File: src/rtl/fetch_stage_if.sv
// ---------------------------------------------------------------------------
// fetch_stage_if
//   Link between the fetch stage (IF/ID producer) and the decode stage /
//   hazard unit.
//
//   Hazard / redirect controls (driven by decode side):
//     StallF, StallD, FlushD  - hazard-unit stall and flush requests
//     PCSrcD, PCTargetD       - branch/jump redirect resolved in decode
//   IF/ID contents (driven by fetch side):
//     InstrD, PCPlus4D        - instruction and its PC+4 for decode
//     InstrValidD             - InstrD holds a real fetched instruction
//     cnt                     - saturating cycles-since-reset counter
//
//   master : fetch stage      slave : decode stage / hazard unit
// ---------------------------------------------------------------------------
interface fetch_stage_if;
  logic        StallF;
  logic        StallD;
  logic        FlushD;
  logic        PCSrcD;
  logic [31:0] PCTargetD;
  logic [31:0] InstrD;
  logic [31:0] PCPlus4D;
  logic        InstrValidD;
  logic [3:0]  cnt;

  modport master (
    input  StallF, StallD, FlushD, PCSrcD, PCTargetD,
    output InstrD, PCPlus4D, InstrValidD, cnt
  );

  modport slave (
    output StallF, StallD, FlushD, PCSrcD, PCTargetD,
    input  InstrD, PCPlus4D, InstrValidD, cnt
  );
endinterface

File: src/rtl/fetch_stage.sv
// ---------------------------------------------------------------------------
// fetch_stage
//   Instruction-fetch stage plus IF/ID pipeline register of the MIPS
//   pipeline. Holds the PC, addresses the instruction memory, applies
//   hazard-unit stalls/flushes and decode-resolved redirects, and keeps a
//   saturating warm-up counter that decode uses to ignore InstrD right
//   after reset.
//
//   Ports:
//     clk        - system clock, rising edge
//     rst        - asynchronous, active-high reset
//     ImemAddrF  - word address to instruction memory (PCF[IMEM_AW+1:2])
//     ImemDataF  - instruction word returned combinationally for ImemAddrF
//     PCF        - current fetch PC
//     dec        - fetch_stage_if.master: hazard/redirect inputs and the
//                  IF/ID outputs (InstrD, PCPlus4D, InstrValidD, cnt)
// ---------------------------------------------------------------------------
module fetch_stage #(
  parameter logic [31:0] RESET_PC = 32'h0000_0000,  // bits [1:0] must be 0
  parameter int          IMEM_AW  = 8,
  parameter logic [3:0]  CNT_MAX  = 4'd15
) (
  input  logic               clk,
  input  logic               rst,
  output logic [IMEM_AW-1:0] ImemAddrF,
  input  logic [31:0]        ImemDataF,
  output logic [31:0]        PCF,
  fetch_stage_if.master      dec
);

  logic [31:0] pcReg;
  logic [31:0] pcPlus4F;
  logic [31:0] pcNext;
  logic [31:0] instrReg;
  logic [31:0] pcPlus4Reg;
  logic        validReg;
  logic [3:0]  cntReg;

  // Wraps modulo 2^32, so 32'hFFFF_FFFC steps to 0.
  assign pcPlus4F  = pcReg + 32'd4;
  assign PCF       = pcReg;
  assign ImemAddrF = pcReg[IMEM_AW+1:2];

  // Stall beats redirect: the hazard unit holds PCSrcD high until the stall
  // releases, so a redirect seen under StallF is not lost. Redirect targets
  // are forced word-aligned.
  // NOTE: every combinational output gets a default first so no path through
  // the block leaves it unassigned, which would infer a latch.
  always_comb begin
    pcNext = pcPlus4F;
    if (dec.StallF)      pcNext = pcReg;
    else if (dec.PCSrcD) pcNext = dec.PCTargetD & 32'hFFFF_FFFC;
  end

  // NOTE: registers use non-blocking assignments so every flop samples the
  // pre-edge values of the others; blocking here would create order-dependent
  // simulation that no longer matches the synthesized flops.
  always_ff @(posedge clk or posedge rst) begin
    if (rst) begin
      pcReg <= RESET_PC;
    end else begin
      pcReg <= pcNext;
    end
  end

  // IF/ID register. Flush wins over stall so a squashed slot never survives
  // a simultaneous stall. A redirect alone does not flush: the delay-slot
  // instruction proceeds unless the hazard unit also raises FlushD.
  always_ff @(posedge clk or posedge rst) begin
    if (rst) begin
      instrReg   <= 32'd0;
      pcPlus4Reg <= 32'd0;
      validReg   <= 1'b0;
    end else if (dec.FlushD) begin
      instrReg   <= 32'd0;
      pcPlus4Reg <= 32'd0;
      validReg   <= 1'b0;
    end else if (!dec.StallD) begin
      instrReg   <= ImemDataF;
      pcPlus4Reg <= pcPlus4F;
      validReg   <= 1'b1;
    end
  end

  // Warm-up counter: counts every edge regardless of stalls/flushes and
  // sticks at CNT_MAX so it can never wrap back into the "ignore" window.
  always_ff @(posedge clk or posedge rst) begin
    if (rst) begin
      cntReg <= 4'd0;
    end else if (cntReg != CNT_MAX) begin
      cntReg <= cntReg + 4'd1;
    end
  end

  assign dec.InstrD      = instrReg;
  assign dec.PCPlus4D    = pcPlus4Reg;
  assign dec.InstrValidD = validReg;
  assign dec.cnt         = cntReg;

endmodule

File: src/flat_wrapper.sv
// flat-port wrapper written by rule: the top's interface ports become plain ports
module fetch_stage_flat 
#(
  parameter logic [31:0] RESET_PC = 32'h0000_0000,                         
  parameter int          IMEM_AW  = 8,
  parameter logic [3:0]  CNT_MAX  = 4'd15
)
  (clk, rst, ImemAddrF, ImemDataF, PCF, dec_StallF, dec_StallD, dec_FlushD, dec_PCSrcD, dec_PCTargetD, dec_InstrD, dec_PCPlus4D, dec_InstrValidD, dec_cnt);
  fetch_stage_if dec_i ();
  input  logic clk;
  input  logic rst;
  output logic [IMEM_AW-1:0] ImemAddrF;
  input  logic [31:0] ImemDataF;
  output logic [31:0] PCF;
  input wire logic [$bits(dec_i.StallF)-1:0] dec_StallF;
  input wire logic [$bits(dec_i.StallD)-1:0] dec_StallD;
  input wire logic [$bits(dec_i.FlushD)-1:0] dec_FlushD;
  input wire logic [$bits(dec_i.PCSrcD)-1:0] dec_PCSrcD;
  input wire logic [$bits(dec_i.PCTargetD)-1:0] dec_PCTargetD;
  output wire logic [$bits(dec_i.InstrD)-1:0] dec_InstrD;
  output wire logic [$bits(dec_i.PCPlus4D)-1:0] dec_PCPlus4D;
  output wire logic [$bits(dec_i.InstrValidD)-1:0] dec_InstrValidD;
  output wire logic [$bits(dec_i.cnt)-1:0] dec_cnt;
  assign dec_i.StallF = dec_StallF;
  assign dec_i.StallD = dec_StallD;
  assign dec_i.FlushD = dec_FlushD;
  assign dec_i.PCSrcD = dec_PCSrcD;
  assign dec_i.PCTargetD = dec_PCTargetD;
  assign dec_InstrD = dec_i.InstrD;
  assign dec_PCPlus4D = dec_i.PCPlus4D;
  assign dec_InstrValidD = dec_i.InstrValidD;
  assign dec_cnt = dec_i.cnt;
  fetch_stage #(.RESET_PC(RESET_PC), .IMEM_AW(IMEM_AW), .CNT_MAX(CNT_MAX)) u_core (.clk(clk), .rst(rst), .ImemAddrF(ImemAddrF), .ImemDataF(ImemDataF), .PCF(PCF), .dec(dec_i));
endmodule
File: config.mk
export PLATFORM = sky130hd
export DESIGN_NAME = fetch_stage_flat
export DESIGN_NICKNAME = d
export VERILOG_FILES = /design/src/rtl/fetch_stage_if.sv /design/src/rtl/fetch_stage.sv /design/src/flat_wrapper.sv
export SDC_FILE = /design/constraint.sdc
export NUM_CORES = 1
export LEC_CHECK = 0
export ABC_AREA = 1
export BUFFER_PORTS_ARGS = -buffer_cell sky130_fd_sc_hd__buf_4
export CAP_MARGIN = 5
export CORE_ASPECT_RATIO = 0.75
export CORE_UTILIZATION = 35
export CTS_BUF_LIST = sky130_fd_sc_hd__clkbuf_2
export DETAILED_ROUTE_END_ITERATION = 12
export PLACE_DENSITY_LB_ADDON = 0.12
export SYNTH_ARGS = -nofsm -noshare
export SYNTH_HDL_FRONTEND = slang
export SYNTH_SLANG_ARGS = --single-unit
export TNS_END_PERCENT = 1
File: constraint.sdc
create_clock -name clk -period 3 [get_ports clk]
set_input_delay 0.15 -clock clk [delete_from_list [all_inputs] [get_ports clk]]
set_output_delay 0.15 -clock clk [all_outputs]
set_load 0.02 [all_outputs]
==> results of run 1 <==
## where the power goes
part / switching, uW / leakage (uW) / total [uW] / internal (uW)
logic: 522 / 0.00250 / 970 / 447
clock network: 472 / 0.0000641 / 669 / 197
registers: 132 / 0.00124 / 1560 / 1430
total: 1130 / 0.00381 / 3200 / 2080
## cells in the final DEF (no fill, tap or decap), drive strengths merged, types with 3 or more instances in the layout
| cell type | count |
|---|---|
| buf | 180 |
| clkbuf | 9 |
| a21oi | 22 |
| nor2 | 89 |
| dfrtp | 98 |
| inv | 41 |
| clkinvlp | 3 |
| nand2 | 221 |
| a22o | 36 |
| nand3 | 27 |
| and2 | 4 |
| o21ai | 24 |
| xor2 | 6 |
| nand3b | 4 |
| dlygate4sd3 | 98 |
## flip-flops by register name, indices dropped and copies added, names as in the netlist
| name | count |
|---|---|
| u_core.dec.InstrD | 32 |
| u_core.dec.InstrValidD | 1 |
| u_core.dec.cnt | 4 |
| u_core.PCF | 30 |
| u_core.dec.PCPlus4D | 31 |
## synthesized netlist by cell type, types with 2 or more instances
cell	n
nand2_1	215
dfrtp_1	98
nor2_1	76
inv_1	38
a22o_1	36
nand3_1	27
o21ai_0	21
a21oi_1	18
clkbuf_1	14
buf_4	12
nor2_4	9
buf_2	8
xor2_1	6
a21oi_2	4
and2_1	4
nand2_2	4
nand3b_1	4
nor2_2	4
buf_1	2
ha_1	2
nand2_4	2
o21a_1	2
o21ai_1	2
o22ai_1	2
xnor2_1	2
## per-layer routing
metal	routed length [um]	up-vias
li1	-	2473
met1	7290	2367
met2	7100	145
met3	905	14
met4	202	0
met5	0	-
## layout make-up
class                           count  area (um2)
Clock buffer                        9        45.0
Clock inverter                      7        76.3
Fill cell                        1333        6320
Inverter                           39         149
Multi-Input combinational cell    447        2200
Sequential cell                    98        2450
Tap cell                          175         219
Timing Repair Buffer              278        2330
## worst min path at each step
| stage | cells past startpoint | end | slack, ns |
|---|---|---|---|
| floorplan | 1 | u_core.dec.InstrValidD | 0.22 |
| global placement | 2 | u_core.dec.InstrValidD | 0.37 |
| detailed placement | 2 | u_core.dec.PCPlus4D[1] | 0.38 |
| CTS | 4 | u_core.PCF[12] | 0.08 |
| global route | 4 | u_core.PCF[11] | 0.14 |
| finish | 4 | u_core.PCF[12] | 0.12 |
## logic make-up after synthesis
kind of cell               Yosys count  share of synthesized area
other                                1                   0.000755
xor gates and xnor gates             8                     0.0141
adders and majority gates            2                    0.00504
and+or+nand+nor                    347                      0.296
AOI/OAI and AO/OA                   87                      0.121
buffers and inverters               75                     0.0678
DFF                                 98                      0.494
muxes                                1                    0.00227
## metrics by stage
stage / hold slack [ns] / total power (uW) / utilization
3_5_place_dp: 0.383 / 2430 / 0.462
6_report: 0.124 / 3200 / 0.542
4_1_cts: 0.0843 / 3250 / 0.542
3_3_place_gp: 0.368 / 2420 / 0.462
2_1_floorplan: 0.216 / 2060 / -
5_1_grt: 0.139 / 3390 / 0.542
## tightest hold or removal path, cell delays in order
cell,delay (ns)
buf_4,0.25
nor2_1,0.16
nand2_1,0.05
o21ai_0,0.06
## what timing repair did
action | 4_1_cts | 5_1_grt
endpoints found under the setup margin | 0 | 0
hold buffers | 98 | 0
hold endpoints to repair | 150 | 0
resized for setup | 0 | 0
==> impl_results.md, run 1 <==
- Number of flops mapped to enable cells by yosys: 0
- DR pass1 iterations: 5
- CP Depth: 11
- GRT Resource Usage Total: 0.218
- #FFs+latches synth: 98
- Cell repeated most along the worst path: nand2_1
- Clk slew on worst S/H paths: about 0.26 ns
- CP arrival: about 2.8 ns
- Postcts setup bufs: 0
- GR Util met2: 0.344
- DRC Markers: 0
- Post-synthesis cell count: about 620
- Chip height: about 110 um
- Slew margin rel.: 0.435
- Tightest Pin Transition: between 0.8 and 0.9 ns
- TritonCTS clock tree: done
- Pre-CTS setup slack: between 1 and 1.5 ns
- CP Launch Point: u_core.PCF[2]
- Leakage power: approximately 0.0038 uW
- Layout cells sized above 1: 0.255
- Pwr dens: approximately 430 mW/mm2
- Critical Path End Type: register
- Die X-Extent: 140 um
- Via count: between 4000 and 5000
- Post-synth cell types: 32
- Ranking of synthesized cells by area: dfrtp_1 49%, nand2_1 16%, a22o_1 6.3%, nor2_1 5.7%, inv_1 2.9%
- Fmax: about 430 MHz
- Post-route antenna net violation count: 0
- Via density: roughly 4.7
- Largest delay contributor family on the critical path: simple AND/OR/NAND/NOR gates
- Period Utilization, post-route: 0.778
- Minimum clock period: around 2.3 ns
- Starting DRT DRC Count: ~380
- Startpoint Class: register
- Sink Count: 98
- TNS Setup: 0 ns
- Clk Latency, worst-skew pair: 0.58 ns
- Reg2Reg Depth: 11
- Gr busiest metal: met2
- Sequential area share after synthesis: 0.494
- Largest net degree at the start of global routing: ~70
- R2R setup slack: roughly 0.66 ns
- Ys async rst share: 1.00
- GPL Wtd Cong: between 0.8 and 0.9
- Final setup fails: 0
- Final Hold Viols: 0
- First-pass GRT wire length: ~25 mm
- Initial Utilization: 0.360
- Yosys top cell by area: dfrtp_1
- Outcome: finished, final reports clean
- Slowest-stage cell, CP: dlygate4sd3_1
- Mapped Area: about 0.0050 mm2
- Cell Area, Placed: 0.00637 mm2
- Clock Skew: around 0.031 ns
- # diodes: 0
- # IOs: roughly 180
- Total grt overflow: 0
- Worst hold path type: input pin to register
- Maxcap violations: 0
- Slew Limit Fails: 0
- WL final: around 15 mm
- WS Path Type: register to register
- Design Area, Final: 0.00747 mm2
- Unrepaired setup endpoints after global routing: no
- Syn. warnings: 0
- Area of the die: roughly 0.015 mm2
- Buf/Inv on CP: 1
- Longest Clk Path Bufs: 2
- Grt met1 use: 0.303
- Critical path, cell by cell: ha_1 -> nand2_2 -> nor2_4 -> nand2_4 -> nor2_4 -> nand2_1 -> nand2_1 -> nand3_1 -> nand2_1 -> nand2_1 -> dlygate4sd3_1
- Top_reg_cell synth: dfrtp_1
- Reg2Reg Capture Point: u_core.PCF[28]
- Crit path max fanout: 7
- Worst setup margin: 0.665 ns
- Reg2Reg Launch Point: u_core.PCF[2]
- H-tree lvl count: 3
- Nets: 945
- WL/cell: between 10 and 15 um
- Crit path to: u_core.PCF[28]
- Initial antenna violation count: 0
- Port Buffer Count: roughly 170
- Met3 Use GR: 0.0486
- Hpwl dp: ~11 mm
- Synthesis-to-finish area growth: 50.4%
- Avg Synthesized Cell Area: 8.02 um2
- CP max stage delay: approximately 0.56 ns
- Cell row count: 37
- Total CTS buffers: 9
- Vias in the first global route: 4909
- Peak supply drop: 0.000228 V
- HP Start: dec_StallF
- Inst Count DP: about 940
- Non-Filler Instances: about 1100
- Core ar.: about 0.014 mm2
- Top-area cell type share of the netlist area: 0.494
- CTS Root Cell: clkbuf_2
- Critical Path RT: 3.49 ns
Power figures use the tool's default switching activity.
==> inputs of run 2 (changes only) <==
Settings changed: ABC_AREA 1 to 0.
Clock period 3 ns to 2.1 ns, I/O delays scaled along.
==> run 2 against run 1 <==
  * First-iteration DRC count is 50% lower
  * Synthesized cell count is 15% lower
  * Total power up 53%
  * Fmax rose by 14%
  * Largest cell class unchanged
==> impl_results.md, run 2 <==
- Outcome: finished, final reports clean
- Area of the die: 0.0150 mm2 (+2.2%)
- Pwr dens: 642 mW/mm2 (+50%)
- Ys async rst share: 1.00 (unchanged)
- Total grt overflow: 0 (unchanged)
- Worst hold path type: input pin to register
- Longest Clk Path Bufs: 2 (unchanged)
- Top_reg_cell synth: dfrtp_1
- CTS Root Cell: clkbuf_2
- Fillers: 1293 (-3.0%)
- Commonest non-fill, non-tap cells in the layout: 207 x buf_4, 97 x dfrtp_1, 82 x nor2_1, 80 x dlygate4sd3_1, 43 x mux2i_1
- Initial antenna violation count: 0 (unchanged)
- Synthesis-to-finish area growth: 49.9%
- Nets: 844 (-11%)
- Clk slew on worst S/H paths: 0.28 ns (+0.02 ns)
- Unrepaired setup endpoints after global routing: yes
- Sequential area share after synthesis: 0.483 (-0.0108)
- Slew margin rel.: 0.525 (+0.0904)
- H-tree lvl count: 3 (unchanged)
- Sink Count: 98 (unchanged)
- Avg Synthesized Cell Area: 9.69 um2 (+21%)
- Crit path to: u_core.PCF[14]
- Largest register FFs: 32 (unchanged)
- Number of flops mapped to enable cells by yosys: 0 (unchanged)
- Initial Utilization: 0.364 (+0.00440)
- Critical Path RT: 2.59 ns (-0.90 ns)
- Period Utilization, post-route: 0.974 (+0.196)
- DRC Markers: 0 (unchanged)
- Peak supply drop: 0.000390 V (+71%)
- Final setup fails: 0 (unchanged)
- # IOs: 179 (unchanged)
- Reg2Reg Capture Point: u_core.PCF[14]
- Vias in the first global route: 4724 (-3.8%)
- Minimum clock period: 2.05 ns (-0.290 ns)
- GPL Wtd Cong: 0.821 (-4.2%)
- Ranking of synthesized cells by area: dfrtp_1 48%, mux2i_1 8.5%, nor2_1 6.2%, a22oi_1 2.7%, xor2_1 2.4%
- Leakage power: 0.00364 uW (-4.3%)
- CP Launch Point: u_core.PCF[2]
- Via count: 4820 (-3.6%)
- Port Buffer Count: 174 (unchanged)
- Sequential standard cell area: 0.00245 mm2 (about the same)
- Post-synth cell types: 52 (+63%)
- Fmax: 489 MHz (+14%)
- WL/cell: 15.8 um (+7.3%)
- Crit path max fanout: 9 (+2)
- Yosys top cell by area: dfrtp_1
- Startpoint Class: register
- Cell Area, Placed: 0.00666 mm2 (+4.5%)
- Post-route antenna net violation count: 0 (unchanged)
- Tightest Pin Transition: 0.713 ns (-0.136 ns)
- TNS Setup: 0 ns (unchanged)
- Mapped Area: 0.00508 mm2 (+2.2%)
- Cell row count: 37 (unchanged)
- GRT Resource Usage Total: 0.210 (-0.00763)
- Total CTS buffers: 9 (unchanged)
- WS Path Type: register to register
- # diodes: 0 (unchanged)
- Syn. warnings: 0 (unchanged)
- Chip height: 106 um (+1.1%)
- Starting DRT DRC Count: 189 (-50%)
- Clk Latency, worst-skew pair: 0.56 ns (-0.02 ns)
- Leading cell type in the layout, fill and taps excluded: buf_4
- Post-synthesis cell count: 524 (-15%)
- Area occupied by multi-input gates: 0.00234 mm2 (+6.3%)
- Top-area cell type share of the netlist area: 0.483 (-0.0108)
- #FFs+latches synth: 98 (unchanged)
- First-pass GRT wire length: 24.8 mm (-1.5%)
- DR pass1 iterations: 5 (unchanged)
- Reg2Reg Depth: 7 (-4)
- Hold slack: 0.0732 ns (-0.0508 ns)
- Hpwl dp: 10.2 mm (-4.0%)
- Final Hold Viols: 0 (unchanged)
- Critical Path End Type: register
- Core ar.: 0.0139 mm2 (+1.0%)
- Largest net degree at the start of global routing: 99 (+43%)
- Post-synth top cells: 98 x dfrtp_1, 84 x nor2_1, 43 x mux2i_1
- Design Area, Final: 0.00761 mm2 (+1.9%)
- Reg2Reg Launch Point: u_core.PCF[2]
- Maxcap violations: 0 (unchanged)
- R2R setup slack: 0.05 ns (-0.61 ns)
- WL final: 15.3 mm (-1.1%)
- Slew Limit Fails: 0 (unchanged)
- CP arrival: 2.54 ns (-0.29 ns)
- Die X-Extent: 141 um (+1.1%)
- Top-count cell post-synth: dfrtp_1
- Layout cells sized above 1: 0.316 (+0.0606)
- Via density: 4.96 (+4.6%)
- Clock Skew: 0.0316 ns (+0.000668 ns)
- TritonCTS clock tree: done
run 2: cell count changes in the layout (fill, tap and decap cells not counted), moves of 11 or more:
| cell | previous run | this run |
|---|---|---|
| a22o_1 | 36 | 4 |
| a22oi_1 | 0 | 18 |
| buf_4 | 180 | 207 |
| dlygate4sd3_1 | 98 | 80 |
| inv_1 | 37 | 11 |
| mux2i_1 | 0 | 43 |
| nand2_1 | 215 | 18 |
| nor2_4 | 11 | 0 |
| nor3_1 | 1 | 17 |
run 2: layout make-up:
type,instances,share of cell area
sequential,98,0.322
clock buffer,9,0.00592
multi-input combinational,362,0.307
tap,195,0.0320
inverter,12,0.00641
timing repair buffer,289,0.315
clock inverter,6,0.0120
run 2: how the worst min path moves through the flow:
stage / endpoint / cells past startpoint / startpoint
floorplan: u_core.PCF[26] / 2 / dec_PCTargetD[26]
global placement: u_core.dec.InstrD[10] / 3 / rst
detailed placement: u_core.dec.InstrD[18] / 3 / rst
CTS: u_core.dec.InstrD[28] / 2 / dec_FlushD
global route: u_core.dec.InstrD[29] / 2 / dec_FlushD
finish: u_core.dec.PCPlus4D[9] / 2 / dec_FlushD
run 2: cell families after synthesis:
group	synth area share
buffers and inverters	0.0604
xor gates and xnor gates	0.0448
and+or+nand+nor	0.186
other	0.000738
DFF	0.483
muxes	0.0892
adders and majority gates	0.00493
AOI/OAI and AO/OA	0.131
run 2: repair_timing:
item,in CTS,in global routing
gates resized for setup,0,6
setup endpoints to repair,0,8
hold buffers,80,0
buffers inserted,0,1
endpoints found under the hold margin,160,0
run 2: critical path, stage by stage (launching register included):
cell and delay (ns):
dfrtp_1 0.45, ha_1 0.20, nand3_2 0.09, nand2b_4 0.21, nor2_1 0.23, o21ba_2 0.16, o22ai_1 0.07, dlygate4sd3_1 0.59
run 2: per-stage QoR:
stage                     total power, uW  cells   util  setup WS [ns]
after floorplan                      3060    525      -        -0.0930
after global placement               3700    875  0.478          0.226
after detailed placement             3720    875  0.478          0.199
after CTS                            4940    970  0.545         0.0335
after global routing                 5160    971  0.546        -0.0781
final                                4890    971  0.546         0.0544
run 2: power breakdown:
part           switching (uW)  internal, uW  leakage, uW
clock network             654           395    0.0000823
registers                 154          2060      0.00124
logic                     842           777      0.00232
run 2: routing by layer:
metal / wire, um / track usage / vias up
met5: 0 / 0 / -
met4: 77 / 0.0388 / 0
met3: 941 / 0.0423 / 5
met2: 6840 / 0.332 / 183
met1: 7470 / 0.299 / 2307
li1: - / - / 2325
